### src/rtl/striping_ctrl_pkg.sv
// Shared physical-layer definitions for the two-lane striping path.
package striping_ctrl_pkg;

  // K28.5 replicated across all four bytes.
  localparam logic [31:0] PAD_WORD_DEFAULT = 32'hBCBC_BCBC;

  localparam int unsigned PAIR_CNT_W = 16;
  localparam int unsigned PAD_CNT_W  = 8;

  // IDLE: at a pair boundary. HALF: lane 0 issued, lane 1 owed.
  typedef enum logic {
    ST_IDLE = 1'b0,
    ST_HALF = 1'b1
  } stripe_state_e;

endpackage

### src/rtl/striping_ctrl_fifo.sv
// Synchronous input FIFO for the striping controller; head word is visible
// combinationally, occupancy is held in a register.
module striping_fifo #(
  parameter int unsigned DEPTH = 4,
  parameter int unsigned WIDTH = 32
) (
  input  logic             clk,
  input  logic             reset,
  input  logic             clear,
  input  logic             wr_en,
  input  logic [WIDTH-1:0] wr_data,
  input  logic             rd_en,
  output logic [WIDTH-1:0] rd_data,
  output logic             full,
  output logic             empty
);

  localparam int unsigned AW = (DEPTH > 1) ? $clog2(DEPTH) : 1;
  localparam int unsigned CW = AW + 1;

  logic [WIDTH-1:0] mem_q [DEPTH];
  logic [WIDTH-1:0] mem_d [DEPTH];
  logic [AW-1:0]    wr_ptr_q, wr_ptr_d;
  logic [AW-1:0]    rd_ptr_q, rd_ptr_d;
  logic [CW-1:0]    count_q, count_d;
  logic             do_wr, do_rd;

  assign full    = (count_q == CW'(DEPTH));
  assign empty   = (count_q == '0);
  assign rd_data = mem_q[rd_ptr_q];

  assign do_wr = wr_en && !full && !clear;
  assign do_rd = rd_en && !empty && !clear;

  // Next-state for storage, pointers and occupancy; clear wins over any access.
  always_comb begin
    mem_d    = mem_q;
    wr_ptr_d = wr_ptr_q;
    rd_ptr_d = rd_ptr_q;
    count_d  = count_q;
    if (clear) begin
      wr_ptr_d = '0;
      rd_ptr_d = '0;
      count_d  = '0;
    end else begin
      if (do_wr) begin
        mem_d[wr_ptr_q] = wr_data;
        wr_ptr_d        = wr_ptr_q + AW'(1);
      end
      if (do_rd) begin
        rd_ptr_d = rd_ptr_q + AW'(1);
      end
      if (do_wr && !do_rd) begin
        count_d = count_q + CW'(1);
      end else if (do_rd && !do_wr) begin
        count_d = count_q - CW'(1);
      end
    end
  end

  // State registers with synchronous reset.
  always_ff @(posedge clk) begin
    if (reset) begin
      for (int unsigned i = 0; i < DEPTH; i++) begin
        mem_q[i] <= '0;
      end
      wr_ptr_q <= '0;
      rd_ptr_q <= '0;
      count_q  <= '0;
    end else begin
      mem_q    <= mem_d;
      wr_ptr_q <= wr_ptr_d;
      rd_ptr_q <= rd_ptr_d;
      count_q  <= count_d;
    end
  end

endmodule

### src/rtl/striping_ctrl.sv
// Striping sequencer: issues buffered words as balanced lane-0/lane-1 pairs,
// padding the second half when no data is available.
module striping_ctrl
  import striping_ctrl_pkg::*;
#(
  parameter int unsigned DEPTH    = 4,
  parameter logic [31:0] PAD_WORD = PAD_WORD_DEFAULT
) (
  input  logic        clk_2f,
  input  logic        reset,
  input  logic [31:0] data_in,
  input  logic        valid_in,
  output logic        in_ready,
  input  logic        enable,
  input  logic        flush,
  input  logic        stall,
  output logic [31:0] data_out,
  output logic        valid_out,
  output logic        sel_out,
  output logic        pad_out,
  output logic [15:0] pair_cnt,
  output logic [7:0]  pad_cnt
);

  localparam logic [PAIR_CNT_W-1:0] PAIR_ONE = PAIR_CNT_W'(1);
  localparam logic [PAD_CNT_W-1:0]  PAD_ONE  = PAD_CNT_W'(1);

  stripe_state_e           state_q, state_d;
  logic [31:0]             data_out_q, data_out_d;
  logic                    valid_out_q, valid_out_d;
  logic                    sel_out_q, sel_out_d;
  logic                    pad_out_q, pad_out_d;
  logic [PAIR_CNT_W-1:0]   pair_cnt_q, pair_cnt_d;
  logic [PAD_CNT_W-1:0]    pad_cnt_q, pad_cnt_d;
  logic                    flush_pend_q, flush_pend_d;

  logic        fifo_full, fifo_empty, fifo_rd, fifo_clr, fifo_wr;
  logic [31:0] fifo_head;

  assign in_ready = !fifo_full;
  assign fifo_wr  = valid_in && in_ready;

  striping_fifo #(
    .DEPTH (DEPTH),
    .WIDTH (32)
  ) u_fifo (
    .clk     (clk_2f),
    .reset   (reset),
    .clear   (fifo_clr),
    .wr_en   (fifo_wr),
    .wr_data (data_in),
    .rd_en   (fifo_rd),
    .rd_data (fifo_head),
    .full    (fifo_full),
    .empty   (fifo_empty)
  );

  // Pair sequencing, flush handling and statistics; stall freezes everything
  // on the issue side except capture of a late flush request.
  always_comb begin
    state_d      = state_q;
    data_out_d   = data_out_q;
    valid_out_d  = valid_out_q;
    sel_out_d    = sel_out_q;
    pad_out_d    = pad_out_q;
    pair_cnt_d   = pair_cnt_q;
    pad_cnt_d    = pad_cnt_q;
    flush_pend_d = flush_pend_q;
    fifo_rd      = 1'b0;
    fifo_clr     = 1'b0;

    if (stall) begin
      if (flush) begin
        flush_pend_d = 1'b1;
      end
    end else begin
      unique case (state_q)
        ST_IDLE: begin
          if (flush || flush_pend_q) begin
            fifo_clr     = 1'b1;
            flush_pend_d = 1'b0;
            valid_out_d  = 1'b0;
          end else if (enable && !fifo_empty) begin
            fifo_rd     = 1'b1;
            data_out_d  = fifo_head;
            sel_out_d   = 1'b0;
            valid_out_d = 1'b1;
            pad_out_d   = 1'b0;
            state_d     = ST_HALF;
          end else begin
            valid_out_d = 1'b0;
            sel_out_d   = 1'b0;
            pad_out_d   = 1'b0;
          end
        end
        ST_HALF: begin
          if (!fifo_empty) begin
            fifo_rd    = 1'b1;
            data_out_d = fifo_head;
            pad_out_d  = 1'b0;
          end else begin
            data_out_d = PAD_WORD;
            pad_out_d  = 1'b1;
            if (pad_cnt_q != '1) begin
              pad_cnt_d = pad_cnt_q + PAD_ONE;
            end
          end
          sel_out_d   = 1'b1;
          valid_out_d = 1'b1;
          pair_cnt_d  = pair_cnt_q + PAIR_ONE;
          state_d     = ST_IDLE;
          // A started pair always completes; the flush waits for IDLE.
          if (flush) begin
            flush_pend_d = 1'b1;
          end
        end
        default: state_d = ST_IDLE;
      endcase
    end
  end

  // Registered outputs, state and counters with synchronous reset.
  always_ff @(posedge clk_2f) begin
    if (reset) begin
      state_q      <= ST_IDLE;
      data_out_q   <= '0;
      valid_out_q  <= 1'b0;
      sel_out_q    <= 1'b0;
      pad_out_q    <= 1'b0;
      pair_cnt_q   <= '0;
      pad_cnt_q    <= '0;
      flush_pend_q <= 1'b0;
    end else begin
      state_q      <= state_d;
      data_out_q   <= data_out_d;
      valid_out_q  <= valid_out_d;
      sel_out_q    <= sel_out_d;
      pad_out_q    <= pad_out_d;
      pair_cnt_q   <= pair_cnt_d;
      pad_cnt_q    <= pad_cnt_d;
      flush_pend_q <= flush_pend_d;
    end
  end

  assign data_out  = data_out_q;
  assign valid_out = valid_out_q;
  assign sel_out   = sel_out_q;
  assign pad_out   = pad_out_q;
  assign pair_cnt  = pair_cnt_q;
  assign pad_cnt   = pad_cnt_q;

endmodule

### config.mk
export PLATFORM = sky130hd
export DESIGN_NAME = striping_ctrl
export DESIGN_NICKNAME = d
export VERILOG_FILES = /design/src/rtl/striping_ctrl_pkg.sv /design/src/rtl/striping_ctrl_fifo.sv /design/src/rtl/striping_ctrl.sv
export SDC_FILE = /design/constraint.sdc
export NUM_CORES = 1
export LEC_CHECK = 0
export ABC_AREA = 1
export CAP_MARGIN = 20
export CELL_PAD_IN_SITES_DETAIL_PLACEMENT = 0
export CELL_PAD_IN_SITES_GLOBAL_PLACEMENT = 2
export CORE_AREA = 2 2 166 168
export DETAILED_ROUTE_END_ITERATION = 10
export DIE_AREA = 0 0 168 170
export PLACE_DENSITY_LB_ADDON = 0.1
export SETUP_SLACK_MARGIN = 0.02
export SLEW_MARGIN = 20
export SYNTH_ARGS = -nofsm -noshare
export SYNTH_HDL_FRONTEND = slang
export SYNTH_SLANG_ARGS = --single-unit
### constraint.sdc
create_clock -name clk_2f -period 2.29 [get_ports clk_2f]
set_input_delay 0.3435 -clock clk_2f [delete_from_list [all_inputs] [get_ports clk_2f]]
set_output_delay 0.3435 -clock clk_2f [all_outputs]
set_load 0.03 [all_outputs]
==> flow_summary.toml, run 1 <==
[floorplanning]
dieArea_um2 = 28600
floorplan.rows = 60
die_h_um = 170
die_w_um = 168
coreArea_um2 = 26700
ios = 98
initial_core_util_pct = 31.8

[clock_tree]
cts_htree_levels = 4
clkSinkCount = 196
clkTransAtPathRegs_ps = 70
cts_buffer_depth = 2
cts_tree = "built"
postCtsSetupBuffers = 0
cts_resized = 0
cts_buffers = 17
clock_latency_ps = 440
root_buffer = "clkbuf_16"
hold_buffers = 0

[cells_and_area]
area_delta_synth_final_pct = 24.5
antenna_cells = 0
drive_gt1_share_pct = 8.17
final_nets = 1270
fillCellCount = 2767
postLayoutCoreUtil_pct = 39.6

[global_routing]
antenna_found_initial = 0
grt_max_degree = 114
grt_pass1_vias = 7088
grt.overflow.total = 0
grt_pass1_wl_mm = 38.8
gr-usage-all-layers_pct = 17.1

[setup_path]
rr_endpoint = "u_fifo.count_q[2]"
timing.rr.start = "u_fifo.count_q[1]"
required_ps = 1950
r2r_slack_ps = 260
start_kind = "flip-flop"
crit_path_end_kind = "output pin"
critPathArrivalTime_ps = 1740
crit_type = "flip-flop to output pin"
crit_fanout = 3
reg2reg_depth = 12

[timing]
worst_pin_slew_ps = 618
fin_crit_ps = 2080
final.setup.tns_ps = 0
setup_viol = 0
max_slew_margin_pct = 58.8
maxSlewViolCount = 0
finalHoldViolations = 0
fin_crit_sh_pct = 90.9
rsz0062_at_grt = "no"
skew_ps = 14.5
fmax_ghz = 0.480
hold_ws_ps = 249

[hold_path]
hold_depth = 4
hold_class = "primary input to flip-flop"
hold_end = "u_fifo.wr_ptr_q[1]"
worstHoldStart = "reset"

[place]
place_hpwl_mm = 15.7
gp_congestion = 0.723
port_buffers = 97

[detailed_routing]
postRouteAntennaNets = 0
drt-wirelength-per-cell_um = 15.2
dr.pass1.iters = 4
drc = 0
via_per_inst = 4.71
wirelength_mm = 23.9
vias = 7420
drt_iter0_drc = 366

[synth]
ys_types = 33
syn_nets = 1185
yosys_warnings = 0
syn-instance-count = 1139
synth_seq_cells = 196
synth-seq-area-share_pct = 46.3
avgSynthCellArea_um2 = 7.45
syn_area_um2 = 8480

[power_and_ir_drop]
power_w = 0.00763
p_per_area_nw_per_um2 = 723
peakVddDrop_v = 0.000533
p_leak_nw = 3.88

[flow_run]
cap_viol_max_count = 0

[status]
outcome = "finished clean"
cell families after synthesis:
kind of cell,Yosys count,share of synthesized area (%)
buf+inv,221,11.3
flops,196,46.3
xor+xnor,6,0.620
compound gates,413,24.8
simple gates,294,15.6
fa+ha+maj,8,1.27
mux,1,0.118
layout by cell type, fill, tap and decap left out, types with 7 or more instances in the layout:
master and count:
nand3_1 69, nor2_1 76, o21ai_1 9, a21oi_1 213, buf_4 33, ha_1 7
nand2_1 116, inv_1 139, o211ai_1 12, dfxtp_1 194, clkdlybuf4s50_1 96, nor3_1 9
o21ai_0 176, clkbuf_16 17, buf_12 14
stage by stage:
step                setup slack [ps]  cell area (um2)  cells
finish                           207            10600   1577
global route                    99.1            10600   1577
CTS                              186            10600   1577
detailed placement              -144             9980   1546
global placement                -142             9980   1546
floorplan                       65.6             8480   1139
worst max path at each step:
| stage | startpoint | endpoint | slack, ps | depth (start not counted) |
|---|---|---|---|---|
| 2_1_floorplan | u_fifo.count_q[1] | u_fifo.count_q[2] | 70 | 13 |
| 3_3_place_gp | stall | u_fifo.count_q[2] | -140 | 14 |
| 3_5_place_dp | stall | u_fifo.count_q[2] | -140 | 14 |
| 4_1_cts | u_fifo.count_q[1] | in_ready | 190 | 3 |
| 5_1_grt | u_fifo.count_q[1] | u_fifo.count_q[2] | 100 | 12 |
| 6_report | u_fifo.count_q[1] | in_ready | 210 | 3 |
synth_stat cells, drive strengths merged:
library cell    n  area, um2
mux2i           1       10.0
a21oi         213       1070
xor2            6       52.6
nand3b          1       7.51
nor3b           2       15.0
ha              7       87.6
nand3          72        375
nor4            1       6.26
o211ai         12       90.1
nand4           3       18.8
and3            1       6.26
fa              1       20.0
dfxtp         196       3920
nor3            9       45.0
o21ai         185        926
buf            42        287
nor2           81        337
nand2         124        513
inv           143        537
a211oi          1       7.51
o21a            2       15.0
clkbuf         36        135
per-layer routing:
metal	global-route usage, %	part of all wire [%]	wire, um
met5	0	0	0
met4	4.61	1.1	264
met3	2.33	2.3	542
met2	28.0	45	10800
met1	23.8	52	12400
worst max-delay path: stages (launching register included):
cell and delay, ps:
dfxtp_1 380, inv_1 90, nand3_2 150, clkdlybuf4s50_1 700
sequential cells by signal, summed over array words and instances, names as in the netlist, 2 cells and up:
register	flops
u_fifo.rd_ptr_q	2
u_fifo.count_q	3
data_out	32
pad_cnt	8
u_fifo.mem_q	128
pair_cnt	16
u_fifo.wr_ptr_q	2
report_power, final:
group	internal, W	switching [W]
registers	0.00357	0.0000675
logic	0.000401	0.000609
clock network	0.00157	0.00141
total	0.00554	0.00209
area by class of cell:
type                    instances  area, um2  share of cell area, %
multi-input cells             722       3600                   34.1
flip-flops and latches        196       3930                   37.2
inverters                     143        538                   5.10
well taps                     341        427                   4.04
clock buffers                  19        453                   4.29
clock inverters                12        119                   1.13
repair buffers                144       1490                   14.2
(Power assumes the default switching activity.)
==> inputs of run 2 (changes only) <==
--- a/config.mk
+++ b/config.mk
@@ -10,11 +10,12 @@
 export CELL_PAD_IN_SITES_DETAIL_PLACEMENT = 0
 export CELL_PAD_IN_SITES_GLOBAL_PLACEMENT = 2
 export CORE_AREA = 2 2 166 168
+export CTS_CLUSTER_DIAMETER = 80
 export DETAILED_ROUTE_END_ITERATION = 10
 export DIE_AREA = 0 0 168 170
 export PLACE_DENSITY_LB_ADDON = 0.1
 export SETUP_SLACK_MARGIN = 0.02
-export SLEW_MARGIN = 20
+export SLEW_MARGIN = 30
 export SYNTH_ARGS = -nofsm -noshare
 export SYNTH_HDL_FRONTEND = slang
 export SYNTH_SLANG_ARGS = --single-unit
==> results of run 2 <==
Same layout as run 1: the final DEF is identical, and so are final timing and power.
==> inputs of run 3 (changes only) <==
==> constraint.sdc (replaced) <==
create_clock -name clk_2f -period 2.29 [get_ports clk_2f]
set_input_delay 0.229 -clock clk_2f [delete_from_list [all_inputs] [get_ports clk_2f]]
set_output_delay 0.229 -clock clk_2f [all_outputs]
set_load 0.03 [all_outputs]
==> run 3 against run 2 <==
Against the previous run: non-clock buffer count shrank 8; critical path depth increased by 9; first-iteration DRC count down 6.0%.
==> flow_summary.toml, run 3 (synthesized netlist as in run 1, its figures left out) <==
[floorplanning]
dieArea_um2 = 28600
die_w_um = 168
die_h_um = 170
floorplan.rows = 60
initial_core_util_pct = 31.8
coreArea_um2 = 26700
ios = 98

[timing]
hold_ws_ps = 267
setup_viol = 0
fin_crit_ps = 2000
finalHoldViolations = 0
maxSlewViolCount = 0
setup_ws_ps = 285
fin_crit_sh_pct = 87.5
skew_ps = 13.9
worst_pin_slew_ps = 604
fmax_ghz = 0.499
rsz0062_at_grt = "no"
max_slew_margin_pct = 59.8

[hold_path]
hold_end = "pad_cnt[7]"
hold_depth = 3
hold_class = "primary input to flip-flop"
worstHoldStart = "reset"

[setup_path]
crit_fanout = 5
r2r_slack_ps = 290
slowest_delay_ps = 370
worstPathCellList = "inv_1 > nand3_2 > nand3_2 > nand2_2 > nand2_1 > ha_1 > inv_1 > fa_1 > a21oi_1 > o21ai_0 > a21oi_1 > o21a_1"
cp-startpoint = "u_fifo.count_q[2]"
reg2reg_depth = 12
required_ps = 2660
path_delay_family = "adder cells"
crit_buf_inv = 2
slowest_stage = "fa_1"
crit_type = "flip-flop to flip-flop"
critPathArrivalTime_ps = 2380
crit_path_end_kind = "flip-flop"
start_kind = "flip-flop"
timing.rr.start = "u_fifo.count_q[2]"
critical_path_cell_count = 12
rr_endpoint = "u_fifo.count_q[2]"

[clock_tree]
clkSinkCount = 196
clkTransAtPathRegs_ps = 70
cts_buffer_depth = 2
cts_tree = "built"
hold_buffers = 0
root_buffer = "clkbuf_16"
cts_htree_levels = 4
clock_latency_ps = 430
cts_buffers = 17
postCtsSetupBuffers = 0
cts_resized = 0

[detailed_routing]
dr.pass1.iters = 4
drc = 0
drt-wirelength-per-cell_um = 15.2
vias = 7352
drt_iter0_drc = 344
via_per_inst = 4.69
postRouteAntennaNets = 0
wirelength_mm = 23.9

[global_routing]
grt_max_degree = 91
antenna_found_initial = 0
grt_pass1_wl_mm = 39.0
grt_pass1_vias = 7132
grt.overflow.total = 0
gr-usage-all-layers_pct = 17.2

[place]
port_buffers = 97
gp_congestion = 0.731
dp_slack_ps = 8.52
place_hpwl_mm = 15.2
dp.cells = 1538

[cells_and_area]
antenna_cells = 0
top_register = "u_fifo.mem_q"
area_delta_synth_final_pct = 23.5
drive_gt1_share_pct = 7.41
final_nets = 1262
stdcell_count = 1569
largest_register_ff_count = 128
final_cell_mix = "213 x a21oi_1, 194 x dfxtp_1, 176 x o21ai_0, 139 x inv_1, 116 x nand2_1"
final_common_cell = "a21oi_1"

[power_and_ir_drop]
p_leak_nw = 3.85
p_per_area_nw_per_um2 = 728
peakVddDrop_v = 0.000384

[status]
outcome = "finished clean"

[flow_run]
cap_viol_max_count = 0
run 3: cell count changes in the layout (fill, tap and decap cells not counted):
cell / change
bufinv_16: +1
clkbuf_1: +2
buf_4: -6
clkinvlp_4: -4
clkbuf_8: -1
inv_8: -1
buf_12: -2
inv_6: -1
clkinv_4: +2
clkinv_2: +2
run 3: worst max-delay path by stage:
stage / end / slack, ps
finish: u_fifo.count_q[2] / 290
global route: u_fifo.count_q[2] / 60
CTS: in_ready / 270
detailed placement: u_fifo.count_q[2] / 9
global placement: u_fifo.count_q[2] / -10
floorplan: u_fifo.count_q[2] / 70
run 3: where the power goes:
part	total (W)	switching, W	internal [W]
registers	0.00364	0.0000681	0.00357
logic	0.000980	0.000602	0.000378
clock network	0.00301	0.00137	0.00164
total	0.00763	0.00204	0.00559
run 3: area by class of cell:
type / instances / area (um2)
fillers: 2786 / 16200
repair buffers: 136 / 1410
multi-input cells: 722 / 3600
clock inverters: 11 / 126
inverters: 143 / 538
flip-flops and latches: 196 / 3930
well taps: 341 / 427
clock buffers: 20 / 447
run 3: stage by stage:
stage	area, um2	utilization [%]	total power (W)	setup TNS [ps]
after floorplan	8480	-	0.00434	0
after global placement	9900	37.1	0.00471	-11.7
after detailed placement	9900	37.1	0.00471	0
after CTS	10500	39.3	0.00775	0
after global routing	10500	39.3	0.00802	0
final	10500	39.3	0.00763	0
run 3: layer usage:
metal	vias to the layer above	GRT usage, %	wire length, um
li1	3920	-	-
met1	3331	23.8	12300
met2	82	28.3	10700
met3	19	2.37	520
met4	0	4.46	282
met5	-	0	0
run 3: worst reg2reg max path, stage by stage (launching register included):
cell	delay, ps
dfxtp_1	330
inv_1	110
nand3_2	170
nand3_2	130
nand2_2	50
nand2_1	70
ha_1	150
inv_1	50
fa_1	370
a21oi_1	140
o21ai_0	110
a21oi_1	140
o21a_1	130
